==> src/rtl/bch_pkg.sv <==
// Shared GF(2^13) definitions for the t=8 BCH decoder: field width, correction capability,
// element type and Chien search FSM states.
package bch_pkg;

  localparam int M = 13;
  localparam int T = 8;

  typedef logic [M-1:0] gf_elem_t;

  // Low terms of x^13 + x^4 + x^3 + x + 1
  localparam gf_elem_t PRIM_POLY = 13'h001B;

  typedef enum logic [1:0] {
    IDLE   = 2'd0,
    LOAD   = 2'd1,
    SEARCH = 2'd2,
    DONE   = 2'd3
  } chien_state_t;

  function automatic gf_elem_t gf_mul_alpha(input gf_elem_t x);
    return {x[M-2:0], 1'b0} ^ (x[M-1] ? PRIM_POLY : '0);
  endfunction

endpackage

==> src/rtl/gf_alpha_pow_mul.sv <==
// Combinational multiply of a field element by the constant alpha^K.
// Zero latency; purely combinational, so there is no backpressure.
module gf_alpha_pow_mul
  import bch_pkg::*;
#(
  parameter int K = 1
) (
  input  gf_elem_t a,
  output gf_elem_t y
);

  always_comb begin
    gf_elem_t acc;
    acc = a;
    for (int i = 0; i < K; i++) acc = gf_mul_alpha(acc);
    y = acc;
  end

endmodule

==> src/rtl/bch_chien_search.sv <==
// Chien search: loads the error locator serially, then tests one position per cycle.
// Root result is registered one cycle after evaluation; lam_vld during the search is dropped and flagged.
module bch_chien_search #(
  parameter int M = bch_pkg::M,
  parameter int T = bch_pkg::T,
  parameter int N = 8191
) (
  input  logic         clk,
  input  logic         reset,
  input  logic [M-1:0] lam_in,
  input  logic         lam_vld,
  output logic         busy,
  output logic         overrun,
  output logic         root_vld,
  output logic [12:0]  root_idx,
  output logic         root_flag,
  output logic         done,
  output logic [4:0]   err_cnt,
  output logic         fail
);
  import bch_pkg::*;

  localparam int KW = $clog2(T + 1);
  localparam logic [12:0] LAST_POS = 13'(N - 1);

  chien_state_t   state;
  logic [M-1:0]   r      [0:T];
  logic [M-1:0]   r_next [0:T];
  logic [KW-1:0]  k;
  logic [KW-1:0]  deg;
  logic [12:0]    j;
  logic [M-1:0]   sum;

  // r[k] carries lambda_k * alpha^(k*j); term 0 never changes
  assign r_next[0] = r[0];
  for (genvar g = 1; g <= T; g++) begin : g_mul
    gf_alpha_pow_mul #(.K(g)) u_mul (
      .a (r[g]),
      .y (r_next[g])
    );
  end

  always_comb begin
    sum = '0;
    for (int i = 0; i <= T; i++) sum = sum ^ r[i];
  end

  always_ff @(posedge clk or posedge reset) begin
    if (reset) begin
      state     <= IDLE;
      for (int i = 0; i <= T; i++) r[i] <= '0;
      k         <= '0;
      deg       <= '0;
      j         <= '0;
      busy      <= 1'b0;
      overrun   <= 1'b0;
      root_vld  <= 1'b0;
      root_idx  <= '0;
      root_flag <= 1'b0;
      done      <= 1'b0;
      err_cnt   <= '0;
      fail      <= 1'b0;
    end else begin
      overrun  <= 1'b0;
      root_vld <= 1'b0;
      done     <= 1'b0;
      case (state)
        IDLE: begin
          if (lam_vld) begin
            r[0]    <= lam_in;
            k       <= KW'(1);
            deg     <= '0;
            err_cnt <= '0;
            fail    <= 1'b0;
            busy    <= 1'b1;
            state   <= LOAD;
          end
        end
        LOAD: begin
          if (lam_vld) begin
            r[k] <= lam_in;
            if (lam_in != '0) deg <= k;
            if (k == KW'(T)) begin
              j     <= '0;
              state <= SEARCH;
            end else begin
              k <= k + KW'(1);
            end
          end else begin
            // Short load: discard and wait for a fresh lambda_0
            busy  <= 1'b0;
            state <= IDLE;
          end
        end
        SEARCH: begin
          for (int i = 0; i <= T; i++) r[i] <= r_next[i];
          root_vld  <= 1'b1;
          root_idx  <= j;
          root_flag <= (sum == '0);
          if (sum == '0 && err_cnt != 5'd31) err_cnt <= err_cnt + 5'd1;
          overrun   <= lam_vld;
          if (j == LAST_POS) state <= DONE;
          else               j     <= j + 13'd1;
        end
        DONE: begin
          done  <= 1'b1;
          fail  <= (r[0] == '0) || (err_cnt != 5'(deg));
          busy  <= 1'b0;
          state <= IDLE;
        end
        default: state <= IDLE;
      endcase
    end
  end

endmodule

==> config.mk <==
export PLATFORM = sky130hd
export DESIGN_NAME = bch_chien_search
export DESIGN_NICKNAME = d
export VERILOG_FILES = /design/src/rtl/bch_pkg.sv /design/src/rtl/gf_alpha_pow_mul.sv /design/src/rtl/bch_chien_search.sv
export SDC_FILE = /design/constraint.sdc
export NUM_CORES = 1
export LEC_CHECK = 0
export ABC_CLOCK_PERIOD_IN_PS = 12300
export BUFFER_PORTS_ARGS = -buffer_cell sky130_fd_sc_hd__buf_4
export CAP_MARGIN = 30
export CORE_ASPECT_RATIO = 0.75
export CORE_UTILIZATION = 65
export CTS_BUF_LIST = sky130_fd_sc_hd__clkbuf_8 sky130_fd_sc_hd__clkbuf_16
export DETAILED_ROUTE_END_ITERATION = 6
export GPL_TIMING_DRIVEN = 0
export PLACE_DENSITY_LB_ADDON = 0.1
export SLEW_MARGIN = 25
export SYNTH_ARGS = -nofsm -noshare
export SYNTH_HDL_FRONTEND = slang
export SYNTH_SLANG_ARGS = --single-unit
export TNS_END_PERCENT = 100
==> constraint.sdc <==
create_clock -name clk -period 12.3 [get_ports clk]
set_input_delay 1.845 -clock clk [delete_from_list [all_inputs] [get_ports clk]]
set_output_delay 1.845 -clock clk [all_outputs]
set_load 0.03 [all_outputs]
==> results_dict.tcl <==
set metrics [dict create \
    grt_pass1_vias 6908 \
    clk_pin_slew_ns 0.06 \
    setup_ws_ns 8.776 \
    clockRootBuffer "clkbuf_16" \
    max_freq_mhz 283.8 \
    grt_busiest_layer "met1" \
    gp_congestion 0.8936 \
    dr.pass1.iters 6 \
    critPathLaunchType "input pin" \
    post_cts_resized 0 \
    final_cell_count_no_fill 1192 \
    layout-drive-gt1-share_pct 8.751 \
    postCtsHoldBufs 0 \
    rsz0062_at_grt "false" \
    yosysTopAreaCell "dfrtp_1" \
    path_buf_inv 3 \
    r2r_end "r[83]" \
    ys_warn_count 0 \
    drt_iter0_drc 677 \
    dpl_worst_slack_ns 8.418 \
    yosysSeqAreaShare_pct 43.75 \
    netlist-cell-type-count 38 \
    reg2reg_from "state[0]" \
    row_count 37 \
    p_per_area_nw_per_um2 325.7 \
    final_core_util_pct 75.25 \
    p_int_mw 2.009 \
    dp.cells 1160 \
    p_leak_nw 4.921 \
    skew_ns 0.01343 \
    path_class "in2reg" \
    crit_top_cell "nand2_1" \
    synth-seq-cells 164 \
    syn_area_per_cell_um2 9.802 \
    critPathTopFamily "simple AND/OR/NAND/NOR gates" \
    die_area_um2 14920 \
    switching_share_pct 40.98 \
    clk_latency_ns 0.44 \
    min_from "root_idx[1]" \
    die_y_um 106.0 \
    r2r_slack_ns 9.18 \
    holdPathStages 2 \
    antenna_cells 0 \
    path_cells "buf_4, nor2b_1, clkbuf_1, nand2_1, nor3_1, nand2_1, buf_2, mux2i_1, o21ai_0" \
    die-width_um 140.7 \
    power_frac_comb_pct 53.0 \
    grtUsageMet1_pct 52.01 \
    syn_area_um2 9380 \
    min_period_ns 3.524 \
    worstMarginPinSlew_ns 0.9943 \
    grt_usage_pct 36.01 \
    antenna_found_initial 0 \
    maxSlewHeadroom_pct 33.71 \
    core_um2 13890 \
    synth_area_leaders "dfrtp_1 44%, mux2i_1 11%, xnor2_1 10%" \
    hold_viol_final 0 \
    r2r_cells 8 \
    grtUsageMet2_pct 50.21 \
    cts_buffers 17 \
    wl_um 25050 \
    worstPathArrival_ns 3.82 \
    vias 7309 \
    crit_path_top_delay_cell "nor3_1" \
    setup_viol_count_final 0 \
    pin_count 40 \
    min_to "root_idx[1]" \
    fin_total_pwr_mw 3.404 \
    clkSinkCount 164 \
    end_kind "flip-flop" \
    post_cts.repair.setup_buffers 0 \
    syn_nets 981 \
    cts_tree "yes" \
    grt_first_pass_wirelength_um 39360 \
    syn_to_final_growth_pct 11.42 \
    max_stage_delay_ns 0.33 \
    power.share.clock_pct 15.9 \
    post-route-period-util_pct 28.65 \
    grt_max_degree 66 \
    syn_inst 957 \
    wire_per_inst_um 21.01 \
    drv_cap 0 \
    power.switching_mw 1.395 \
    start_util_pct 67.54 \
    route.detailed.drc 0 \
    place_area_um2 9857 \
    netlist.area_leader.share_pct 43.75 \
    maxSlewViolCount 0 \
    outcome "completed" \
    htreeDepth 4 \
    critical_path_required_ns 12.60 \
    ant_nets 0 \
    fin_nets 1028 \
    vias_per_cell 6.132 \
    grt-ovfl-total 0 \
    gr-usage-met3_pct 12.88 \
    setup_tns_ns 0 \
    fin_area_um2 10450 \
    seq_power_share_pct 31.1 \
    dp_hpwl_um 17370 \
    worst_ir_drop_vdd_mv 0.1922 \
    cts_max_path_buffers 2 \
    critPathMaxFanout 10 \
    holdWs_ns 0.4771 \
    hp-class "reg2reg" \
    port_buffers 26 \
]
## routing by layer
layer	routed length, um	share of wire (%)
met1	11280	45
met2	10610	42
met3	2648	11
met4	507	2.0
met5	0	0
## layout make-up
cell class                 instances  area, um^2
multi-input combinational        711        4947
sequential                       164        4104
fill                             964        3437
clock buffer                      19       452.9
buffer                            76       306.5
timing repair buffer              28       250.2
tap                              175       219.0
clock inverter                    13       141.4
inverter                           6       30.03
## power by group through the flow
stage	clock, mW	combinational (mW)	sequential [mW]
CTS	0.543	1.79	1.05
global route	0.567	1.96	1.08
floorplan	0	1.40	1.03
detailed placement	0	1.77	1.05
finish	0.542	1.80	1.06
global placement	0	1.73	1.04
## synthesized netlist by cell type
master,instances
nand2_1,186
dfrtp_1,164
xnor2_1,111
mux2i_1,102
o21ai_0,96
xor2_1,61
clkbuf_1,55
nor2_1,34
buf_2,14
a31oi_1,13
mux2_2,13
nand3_1,13
xnor3_1,13
ha_1,8
nand4_1,7
a21oi_1,6
buf_1,6
inv_1,6
nand2b_1,6
nor4_1,6
nand3b_1,5
nor3_1,5
and3_1,4
a22o_1,3
and2_1,3
and4_1,3
nand4_2,2
nor2b_1,2
a211oi_1,1
a21o_1,1
a22oi_1,1
buf_4,1
nand4b_1,1
nor4_4,1
nor4b_1,1
o22ai_1,1
o41ai_1,1
or3_1,1
## cells by family after synthesis
kind of cell | count (synthesis) | synth area share, %
AND/OR/NAND/NOR | 280 | 13.06
XOR/XNOR | 185 | 19.18
flip-flops | 164 | 43.75
AO/OA/AOI/OAI | 123 | 6.990
multiplexers | 115 | 12.44
buffers and inverters | 82 | 3.508
adder cells (fa/ha/maj) | 8 | 1.067
## tightest hold or removal path: stages (launching register included)
cell     delay [ns]
dfrtp_1        0.34
nand2_1        0.05
nand2_1        0.06
## sequential cells by signal, summed over array words and instances (netlist names), named ones only
name       cells
busy           1
deg            4
done           1
err_cnt        5
fail           1
j             13
k              4
overrun        1
r            117
root_flag      1
root_idx      13
root_vld       1
state          1
## how the worst max path moves through the flow
stage / startpoint / to / slack [ns] / cells past startpoint
CTS: lam_vld / r[47] / 8.85 / 9
global route: lam_vld / r[87] / 8.50 / 9
finish: lam_vld / r[87] / 8.78 / 9
floorplan: reset / async pin / 6.02 / 1
global placement: reset / overrun / 4.07 / 2
detailed placement: lam_vld / r[91] / 8.42 / 9
## cell usage in the layout (no fill, tap or decap), drive strengths merged, types with 4 or more instances in the layout
| cell type | n |
|---|---|
| nand2 | 186 |
| dfrtp | 164 |
| xnor2 | 111 |
| mux2i | 102 |
| o21ai | 96 |
| clkbuf | 74 |
| xor2 | 61 |
| buf | 49 |
| nor2 | 34 |
| nand3 | 13 |
| a31oi | 13 |
| xnor3 | 13 |
| mux2 | 13 |
| inv | 9 |
| nand4 | 9 |
| ha | 8 |
| nor4 | 7 |
| nand2b | 6 |
| a21oi | 6 |
| nand3b | 5 |
| nor3 | 5 |
| clkinv | 5 |
| and3 | 4 |
Power figures use the tool's default switching activity.
